`config.mk`:
```
export PLATFORM = sky130hd
export DESIGN_NAME = alt_vipitc131_common_field_frame_counter
export DESIGN_NICKNAME = d
export VERILOG_FILES = /design/src/rtl/alt_vipitc131_common_plane_ticker.sv /design/src/rtl/alt_vipitc131_common_field_frame_counter.sv
export SDC_FILE = /design/constraint.sdc
export NUM_CORES = 1
export LEC_CHECK = 0
export CORE_UTILIZATION = 30
export CTS_BUF_LIST = sky130_fd_sc_hd__clkbuf_4 sky130_fd_sc_hd__clkbuf_8
export DETAILED_ROUTE_END_ITERATION = 7
export SETUP_SLACK_MARGIN = 0.4
export SLEW_MARGIN = 0
export SYNTH_ARGS = -nofsm -noshare
export SYNTH_HDL_FRONTEND = slang
export SYNTH_SLANG_ARGS = --single-unit
```
`constraint.sdc`:
```
create_clock -name clk -period 3.9 [get_ports clk]
set_clock_uncertainty 0.2 [all_clocks]
set_input_delay 1.17 -clock clk [delete_from_list [all_inputs] [get_ports clk]]
set_output_delay 1.17 -clock clk [all_outputs]
set_load 0.03 [all_outputs]
```
`src/rtl/alt_vipitc131_common_plane_ticker.sv`:
```
// Colour-plane sequencer: steps through the planes of one sample and flags
// the cycle on which a whole sample has been delivered.
module alt_vipitc131_common_plane_ticker #(
   parameter int NUMBER_OF_COLOUR_PLANES       = 3,
   parameter int COLOUR_PLANES_ARE_IN_PARALLEL = 1,
   parameter int LOG2_NUMBER_OF_COLOUR_PLANES  = 2
) (
   input  logic                                    clk,
   input  logic                                    rst,
   input  logic                                    sclr,
   input  logic                                    enable,
   output logic [LOG2_NUMBER_OF_COLOUR_PLANES-1:0] sample_ticks,
   output logic                                    start_of_sample,
   output logic                                    count_sample
);

   localparam bit PARALLEL = (COLOUR_PLANES_ARE_IN_PARALLEL != 0);
   localparam logic [LOG2_NUMBER_OF_COLOUR_PLANES-1:0] LAST_TICK =
      LOG2_NUMBER_OF_COLOUR_PLANES'(NUMBER_OF_COLOUR_PLANES - 1);

   logic [LOG2_NUMBER_OF_COLOUR_PLANES-1:0] ticks_q, ticks_d;
   logic                                    last_plane;

   assign last_plane = (ticks_q == LAST_TICK);

   always_comb begin
      ticks_d = ticks_q;
      if (sclr) begin
         ticks_d = '0;
      end else if (enable && !PARALLEL) begin
         ticks_d = last_plane ? '0 : ticks_q + 1'b1;
      end
   end

   always_ff @(posedge clk or posedge rst) begin
      if (rst) begin
         ticks_q <= '0;
      end else begin
         ticks_q <= ticks_d;
      end
   end

   assign sample_ticks    = ticks_q;
   assign start_of_sample = (ticks_q == '0);
   // Gated by rst so no downstream strobe can fire while reset is held.
   assign count_sample    = !rst && enable && (PARALLEL || last_plane);

endmodule

```
`src/rtl/alt_vipitc131_common_field_frame_counter.sv`:
```
// Raster position counter: horizontal/vertical counts, field tracking and
// line/field/frame strobes, with totals latched only at frame boundaries.
module alt_vipitc131_common_field_frame_counter #(
   parameter int H_WIDTH                       = 14,
   parameter int V_WIDTH                       = 13,
   parameter int NUMBER_OF_COLOUR_PLANES       = 3,
   parameter int COLOUR_PLANES_ARE_IN_PARALLEL = 1,
   parameter int LOG2_NUMBER_OF_COLOUR_PLANES  = 2,
   parameter int TOTALS_MINUS_ONE              = 0,
   parameter int INTERLACED                    = 0
) (
   input  logic                                    clk,
   input  logic                                    rst,
   input  logic                                    sclr,
   input  logic                                    enable,
   input  logic [H_WIDTH-1:0]                      h_total,
   input  logic [V_WIDTH-1:0]                      v_total_f0,
   input  logic [V_WIDTH-1:0]                      v_total_f1,
   input  logic [H_WIDTH-1:0]                      h_reset,
   input  logic [V_WIDTH-1:0]                      v_reset,
   input  logic                                    field_reset,
   output logic [H_WIDTH-1:0]                      h_count,
   output logic [V_WIDTH-1:0]                      v_count,
   output logic                                    field,
   output logic [LOG2_NUMBER_OF_COLOUR_PLANES-1:0] sample_ticks,
   output logic                                    start_of_sample,
   output logic                                    new_line,
   output logic                                    end_of_field,
   output logic                                    new_frame
);

   localparam bit IL = (INTERLACED != 0);

   function automatic logic [H_WIDTH-1:0] h_active_total(input logic [H_WIDTH-1:0] t);
      return (TOTALS_MINUS_ONE != 0) ? t : t - 1'b1;
   endfunction

   function automatic logic [V_WIDTH-1:0] v_active_total(input logic [V_WIDTH-1:0] t);
      return (TOTALS_MINUS_ONE != 0) ? t : t - 1'b1;
   endfunction

   logic               count_sample;
   logic [H_WIDTH-1:0] h_count_q, h_count_d;
   logic [V_WIDTH-1:0] v_count_q, v_count_d;
   logic               field_q, field_d;
   logic [H_WIDTH-1:0] h_tot_a_q, h_tot_a_d;
   logic [V_WIDTH-1:0] vf0_tot_a_q, vf0_tot_a_d;
   logic [V_WIDTH-1:0] vf1_tot_a_q, vf1_tot_a_d;
   logic [V_WIDTH-1:0] v_tot_sel;
   logic               load_totals;

   alt_vipitc131_common_plane_ticker #(
      .NUMBER_OF_COLOUR_PLANES      (NUMBER_OF_COLOUR_PLANES),
      .COLOUR_PLANES_ARE_IN_PARALLEL(COLOUR_PLANES_ARE_IN_PARALLEL),
      .LOG2_NUMBER_OF_COLOUR_PLANES (LOG2_NUMBER_OF_COLOUR_PLANES)
   ) u_ticker (
      .clk            (clk),
      .rst            (rst),
      .sclr           (sclr),
      .enable         (enable),
      .sample_ticks   (sample_ticks),
      .start_of_sample(start_of_sample),
      .count_sample   (count_sample)
   );

   // >= rather than == so counts left above a shrunken total still wrap.
   assign v_tot_sel    = field_q ? vf1_tot_a_q : vf0_tot_a_q;
   assign new_line     = count_sample && (h_count_q >= h_tot_a_q);
   assign end_of_field = new_line && (v_count_q >= v_tot_sel);
   assign new_frame    = end_of_field && (!IL || field_q);
   assign load_totals  = sclr || new_frame;

   always_comb begin
      h_count_d   = h_count_q;
      v_count_d   = v_count_q;
      field_d     = field_q;
      h_tot_a_d   = h_tot_a_q;
      vf0_tot_a_d = vf0_tot_a_q;
      vf1_tot_a_d = vf1_tot_a_q;
      if (sclr) begin
         h_count_d = h_reset;
         v_count_d = v_reset;
         field_d   = field_reset && IL;
      end else if (count_sample) begin
         if (new_line) begin
            h_count_d = '0;
            if (end_of_field) begin
               v_count_d = '0;
               field_d   = IL ? !field_q : 1'b0;
            end else begin
               v_count_d = v_count_q + 1'b1;
            end
         end else begin
            h_count_d = h_count_q + 1'b1;
         end
      end
      if (load_totals) begin
         h_tot_a_d   = h_active_total(h_total);
         vf0_tot_a_d = v_active_total(v_total_f0);
         vf1_tot_a_d = v_active_total(v_total_f1);
      end
   end

   always_ff @(posedge clk or posedge rst) begin
      if (rst) begin
         h_count_q   <= '0;
         v_count_q   <= '0;
         field_q     <= 1'b0;
         h_tot_a_q   <= '0;
         vf0_tot_a_q <= '0;
         vf1_tot_a_q <= '0;
      end else begin
         h_count_q   <= h_count_d;
         v_count_q   <= v_count_d;
         field_q     <= field_d;
         h_tot_a_q   <= h_tot_a_d;
         vf0_tot_a_q <= vf0_tot_a_d;
         vf1_tot_a_q <= vf1_tot_a_d;
      end
   end

   assign h_count = h_count_q;
   assign v_count = v_count_q;
   assign field   = field_q;

endmodule

```
==> reports/metrics.yaml, run 1 <==
status: "completed"
grtUsageMet1_pct: 21.9
synth_top_area_share_pct: 35.2
use_met3_pct: 2.69
synth-main-ff-cell: "dfrtp_1"
drt_iter0_markers: 167
clkTransAtPathRegs_ps: 90
setup_violations: 0
end_kind: "output port"
io_pins: 106
cts.path.max_buffers: 2
htreeDepth: 2
ir_drop_mv: 0.217
cts.sinks: 54
yosysSeqAreaShare_pct: 35.2
fp.coreArea_sq_mm: 0.0123
drt_wl_total_microns: 10400
start_util_pct: 31.3
grt_usage_pct: 16.1
crit_path_max_incr_delay_ps: 450
synth-seq-cells: 54
busiest_layer: "met2"
drt-wirelength-per-cell_microns: 14.6
powerDensity_mw_per_mm2: 650
clock_latency_ps: 310
grt.overflow.total: 0
synth_edf_count: 0
synth_warnings: 0
synth_top_cell_by_area: "dfrtp_1"
arrival_ps: 2220
use_met2_pct: 26.2
cts_tree: "built"
drive_above_1_share_pct: 17.0
antenna_found_initial: 0
hold_violations: 0
min_period_over_period_pct: 92.0
cts_buffers: 5
p_total_uw: 3450
io_buffers: 87
avgSynthCellArea_sq_um: 8.82
die_x_microns: 115
slew_headroom_pct: 52.6
hold_class: "flip-flop to flip-flop"
critPathRequiredTime_ps: 2530
firstDrtPassIters: 4
viasPerCell: 4.82
cp_slowest_cell: "dfrtp_2"
synth_area_leaders: "dfrtp_1 (35%), ha_1 (10%), mux2i_1 (6.5%)"
ant_nets: 0
min_period_ps: 3590
final_nets: 643
timing.fmax_mhz: 279
grt_pass1_wl_microns: 16400
die_area_sq_mm: 0.0133
leakagePower_uw: 0.00220
synthArstFlopShare_pct: 100
maxCapViolCount: 0
final_common_cell: "clkdlybuf4s50_1"
diodes: 0
path_class: "flip-flop to output port"
layout_common_cells: "clkdlybuf4s50_1 (82), nand2_1 (45), dfrtp_1 (39)"
crit_fanout: 2
syn_inst: 435
slew_violations: 0
via_count: 3414
cp-start-kind: "flip-flop"
worstMarginPinSlew_ps: 711
path_cells: "ha_4 > a21oi_2 > o21ai_1 > a221o_1 > a31o_4 > and2_4 > nor3b_4 > buf_6"
grt_start_max_net_pins: 55
rsz0062_at_grt: "yes"
syn-cell-area_sq_mm: 0.00384
fp.dieH_microns: 115
rows: 40
ys_types: 53
root_buffer: "clkbuf_8"
gp_congestion: 0.825
drc_errors: 0
fin_tns_setup_ps: 0
area_delta_synth_final_pct: 38.0
dp_hpwl_microns: 7550
cts_hold_buffers: 0
grt_pass1_vias: 3303
## metrics by stage
| stage | util [%] | std cells | hold WS, ps | worst slack, ps | area, sq um |
|---|---|---|---|---|---|
| detailed placement | 40.0 | 682 | 312 | 70.9 | 4910 |
| floorplan | - | 437 | 286 | 254 | 3870 |
| global route | 43.2 | 708 | 355 | 227 | 5300 |
| global placement | 40.0 | 682 | 304 | 55.6 | 4910 |
| finish | 43.2 | 708 | 330 | 311 | 5300 |
| CTS | 42.9 | 707 | 334 | 296 | 5260 |
## layout make-up
class	instances	area, sq um
timing repair buffer	114	1100
fill	1209	6960
multi-input combinational	326	2390
sequential	54	1370
inverter	39	150
clock buffer	7	83.8
tap	168	210
## critical path, delay by kind of cell (launching register included)
family	cells	cell delay, ps
AOI/OAI and AO/OA	4	760
DFF	1	450
and+or+nand+nor	2	300
adders and majority gates	1	250
buffers and inverters	1	150
## where the power goes
| group | leakage [uW] | internal (uW) | switching, uW |
|---|---|---|---|
| clock network | 0.0000452 | 138 | 180 |
| logic | 0.00154 | 985 | 1150 |
| registers | 0.000617 | 800 | 192 |
| total | 0.00220 | 1920 | 1520 |
## final timing paths
| check | from | cells after the start | endpoint | slack, ps |
|---|---|---|---|---|
| max | h_count[9] | 8 | new_frame | 310 |
| min | h_tot_a_q[1] | 2 | h_tot_a_q[1] | 330 |
| max reg2reg | h_count[9] | 10 | h_tot_a_q[10] | 1030 |
| min reg2reg | h_tot_a_q[1] | 2 | h_tot_a_q[1] | 330 |
| max in group asynchronous | rst | 3 | h_count[0] | 1900 |
| min in group asynchronous | rst | 3 | v_count[12] | 1100 |
## repair_timing
| action | 4_1_cts | 5_1_grt |
|---|---|---|
| setup buffers | 17 | 1 |
| hold endpoints to repair | 0 | 0 |
| gates resized for setup | 32 | 6 |
| cloned | 1 | 0 |
| pin swaps | 9 | 4 |
| endpoints found under the setup margin | 3 | 3 |
## state kept, by name, indices dropped and copies added, names as in the netlist
name         count
h_count         14
h_tot_a_q       14
v_count         13
vf0_tot_a_q     13
## Yosys cell counts (3+ instances only)
master / number
a31oi_1: 4
nor2b_1: 9
nor3_1: 9
a22oi_1: 6
nand3_1: 15
nand2b_1: 3
mux2i_1: 25
a21oi_1: 20
o21ai_1: 6
xnor2_1: 17
xor2_1: 6
nor3b_1: 4
inv_1: 39
o21ai_0: 33
nor4_1: 5
dfrtp_1: 54
nand2_1: 45
buf_4: 5
clkbuf_1: 7
ha_1: 31
and3_1: 11
o311ai_1: 5
buf_6: 3
nor2_1: 33
## per-layer routing
layer / vias up / share of wire, % / routed length (microns)
met3: 9 / 4.1 / 423
li1: 1723 / - / -
met2: 64 / 46 / 4730
met4: 0 / 1.4 / 146
met5: - / 0 / 0
met1: 1618 / 49 / 5050
## kinds of logic (layout without fill, tap and decap cells)
group | Yosys count | in the layout | share of synthesized area, %
AOI/OAI and AO/OA | 87 | 88 | 14.2
xor gates and xnor gates | 23 | 23 | 5.25
other | 2 | 4 | 0.196
DFF | 54 | 54 | 35.2
adders and majority gates | 31 | 31 | 10.1
muxes | 27 | 27 | 7.30
and+or+nand+nor | 153 | 153 | 20.3
buffers and inverters | 58 | 160 | 7.40
Note: power is estimated with default switching activity, not from simulation.
==> inputs of run 2 (changes only) <==
- CTS_BUF_LIST: sky130_fd_sc_hd__clkbuf_4 sky130_fd_sc_hd__clkbuf_8 -> sky130_fd_sc_hd__clkbuf_8
==> reports/metrics.yaml, run 2 (synthesis results as in run 1) <==
cts_tree: "built"
powerDensity_mw_per_mm2: 654
path_class: "flip-flop to output port"
fp.dieH_microns: 115
crit_start: "h_count[7]"
seq_area_sq_mm: 0.00137
leakagePower_uw: 0.00221
min_period_ps: 3600
worstMarginPinSlew_ps: 710
internal_power_uw: 1930
seqPwrFrac_pct: 28.6
crit_fanout: 2
firstDrtPassIters: 4
root_buffer: "clkbuf_8"
p_comb_share_pct: 62.8
cts.path.max_buffers: 2
fin_hold_ws_ps: 330
io_pins: 106
drive_above_1_share_pct: 17.2
critPathRequiredTime_ps: 2530
r2r-start: "h_count[7]"
critPathBufInv: 1
diodes: 0
drt-wirelength-per-cell_microns: 14.7
grt_pass1_wl_microns: 16500
io_buffers: 87
multi_input_area_sq_mm: 0.00240
start_util_pct: 31.3
final_common_cell: "clkdlybuf4s50_1"
clock_latency_ps: 310
path_cells: "ha_4 > a21oi_4 > o21ai_2 > a221o_1 > a31o_4 > and2_4 > nor3b_4 > buf_6"
die_x_microns: 115
rsz0062_at_grt: "yes"
drt_iter0_markers: 120
grt_start_max_net_pins: 55
grt_pass1_vias: 3313
post_layout_nonfiller_instances: 709
cts_buffers: 5
cp_slowest_cell: "dfrtp_2"
r2r_slack_ps: 1020
power_frac_clock_pct: 8.7
path_delay_family: "compound AO/OA/AOI/OAI gates"
timing.fmax_mhz: 278
hold_start: "h_tot_a_q[1]"
slew_violations: 0
hold_end: "h_tot_a_q[1]"
crit_path_max_incr_delay_ps: 450
rr_worst_depth: 10
die_area_sq_mm: 0.0133
end_kind: "output port"
htreeDepth: 2
rows: 40
arrival_ps: 2230
drc_errors: 0
hold_violations: 0
fp.coreArea_sq_mm: 0.0123
via_count: 3442
fin_tns_setup_ps: 0
clkTransAtPathRegs_ps: 90
dp_hpwl_microns: 7550
cts.sinks: 54
hold_class: "flip-flop to flip-flop"
whs_path_depth: 2
placedCellCount: 682
setup_violations: 0
gp_congestion: 0.825
ir_drop_mv: 0.217
switching_share_pct: 44.4
cp-start-kind: "flip-flop"
drt_wl_total_microns: 10400
min_period_over_period_pct: 92.3
nFillCells: 1201
slew_headroom_pct: 52.6
antenna_found_initial: 0
layout_common_cells: "clkdlybuf4s50_1 (82), nand2_1 (45), dfrtp_1 (38)"
ant_nets: 0
status: "completed"
grt_usage_pct: 16.2
final_nets: 644
r2r-end: "h_tot_a_q[10]"
grt.overflow.total: 0
maxCapViolCount: 0
viasPerCell: 4.85
area_delta_synth_final_pct: 38.3
power.switching_uw: 1540
-- run 2: cell types whose count changed in the layout (fill, tap and decap cells not counted), sizes merged --
cell    before  now
clkbuf       7    5
inv         38   40
buf         30   31
-- run 2: power groups by stage --
| stage | combinational [uW] | sequential [uW] | clock, uW |
|---|---|---|---|
| 4_1_cts | 2110 | 985 | 313 |
| 3_5_place_dp | 1870 | 1000 | 0 |
| 3_3_place_gp | 1800 | 999 | 0 |
| 5_1_grt | 2420 | 1020 | 333 |
| 6_report | 2180 | 993 | 301 |
| 2_1_floorplan | 1210 | 1110 | 0 |
-- run 2: final cells by class --
type                    count  area share [%]
multi-input cells         326            45.2
repair buffers            115            20.8
inverters                  39            2.83
clock inverters             2           0.141
flip-flops and latches     54            25.8
well taps                 168            3.96
clock buffers               5            1.30
-- run 2: metrics by stage --
step                cell area, sq um  utilization (%)  setup WS, ps  power [uW]
floorplan                       3870                -           254        2320
global placement                4910             40.0          55.6        2800
detailed placement              4910             40.0          70.9        2870
CTS                             5250             42.8           295        3410
global route                    5310             43.3           217        3780
finish                          5310             43.3           300        3470
-- run 2: repair_timing --
action,4_1_cts,5_1_grt
pin swaps,9,4
gates resized for setup,32,9
setup buffers,17,2
setup endpoints to repair,3,3
cloned,1,0
hold buffers,0,0
-- run 2: worst reg2reg max path, cell delays in order, from the launching register on --
cell     delay [ps]
dfrtp_2         450
ha_4            260
a21oi_4         120
o21ai_2          60
a221o_1         350
a31o_4          220
buf_4           180
a21oi_4         380
nor2b_4         200
buf_4           220
mux2i_1         120
-- run 2: worst max path at each step --
stage               cells after the start           end
floorplan                               9     new_frame
global placement                        5  end_of_field
detailed placement                      5  end_of_field
CTS                                     8  end_of_field
global route                            8  end_of_field
finish                                  8     new_frame
-- run 2: layer usage --
metal | GRT usage, % | part of all wire [%] | routed length (microns) | vias up
li1 | - | - | - | 1726
met1 | 21.9 | 48 | 5010 | 1629
met2 | 26.3 | 46 | 4790 | 76
met3 | 2.74 | 4.3 | 452 | 11
met4 | 5.02 | 1.6 | 168 | 0
met5 | 0 | 0 | 0 | -
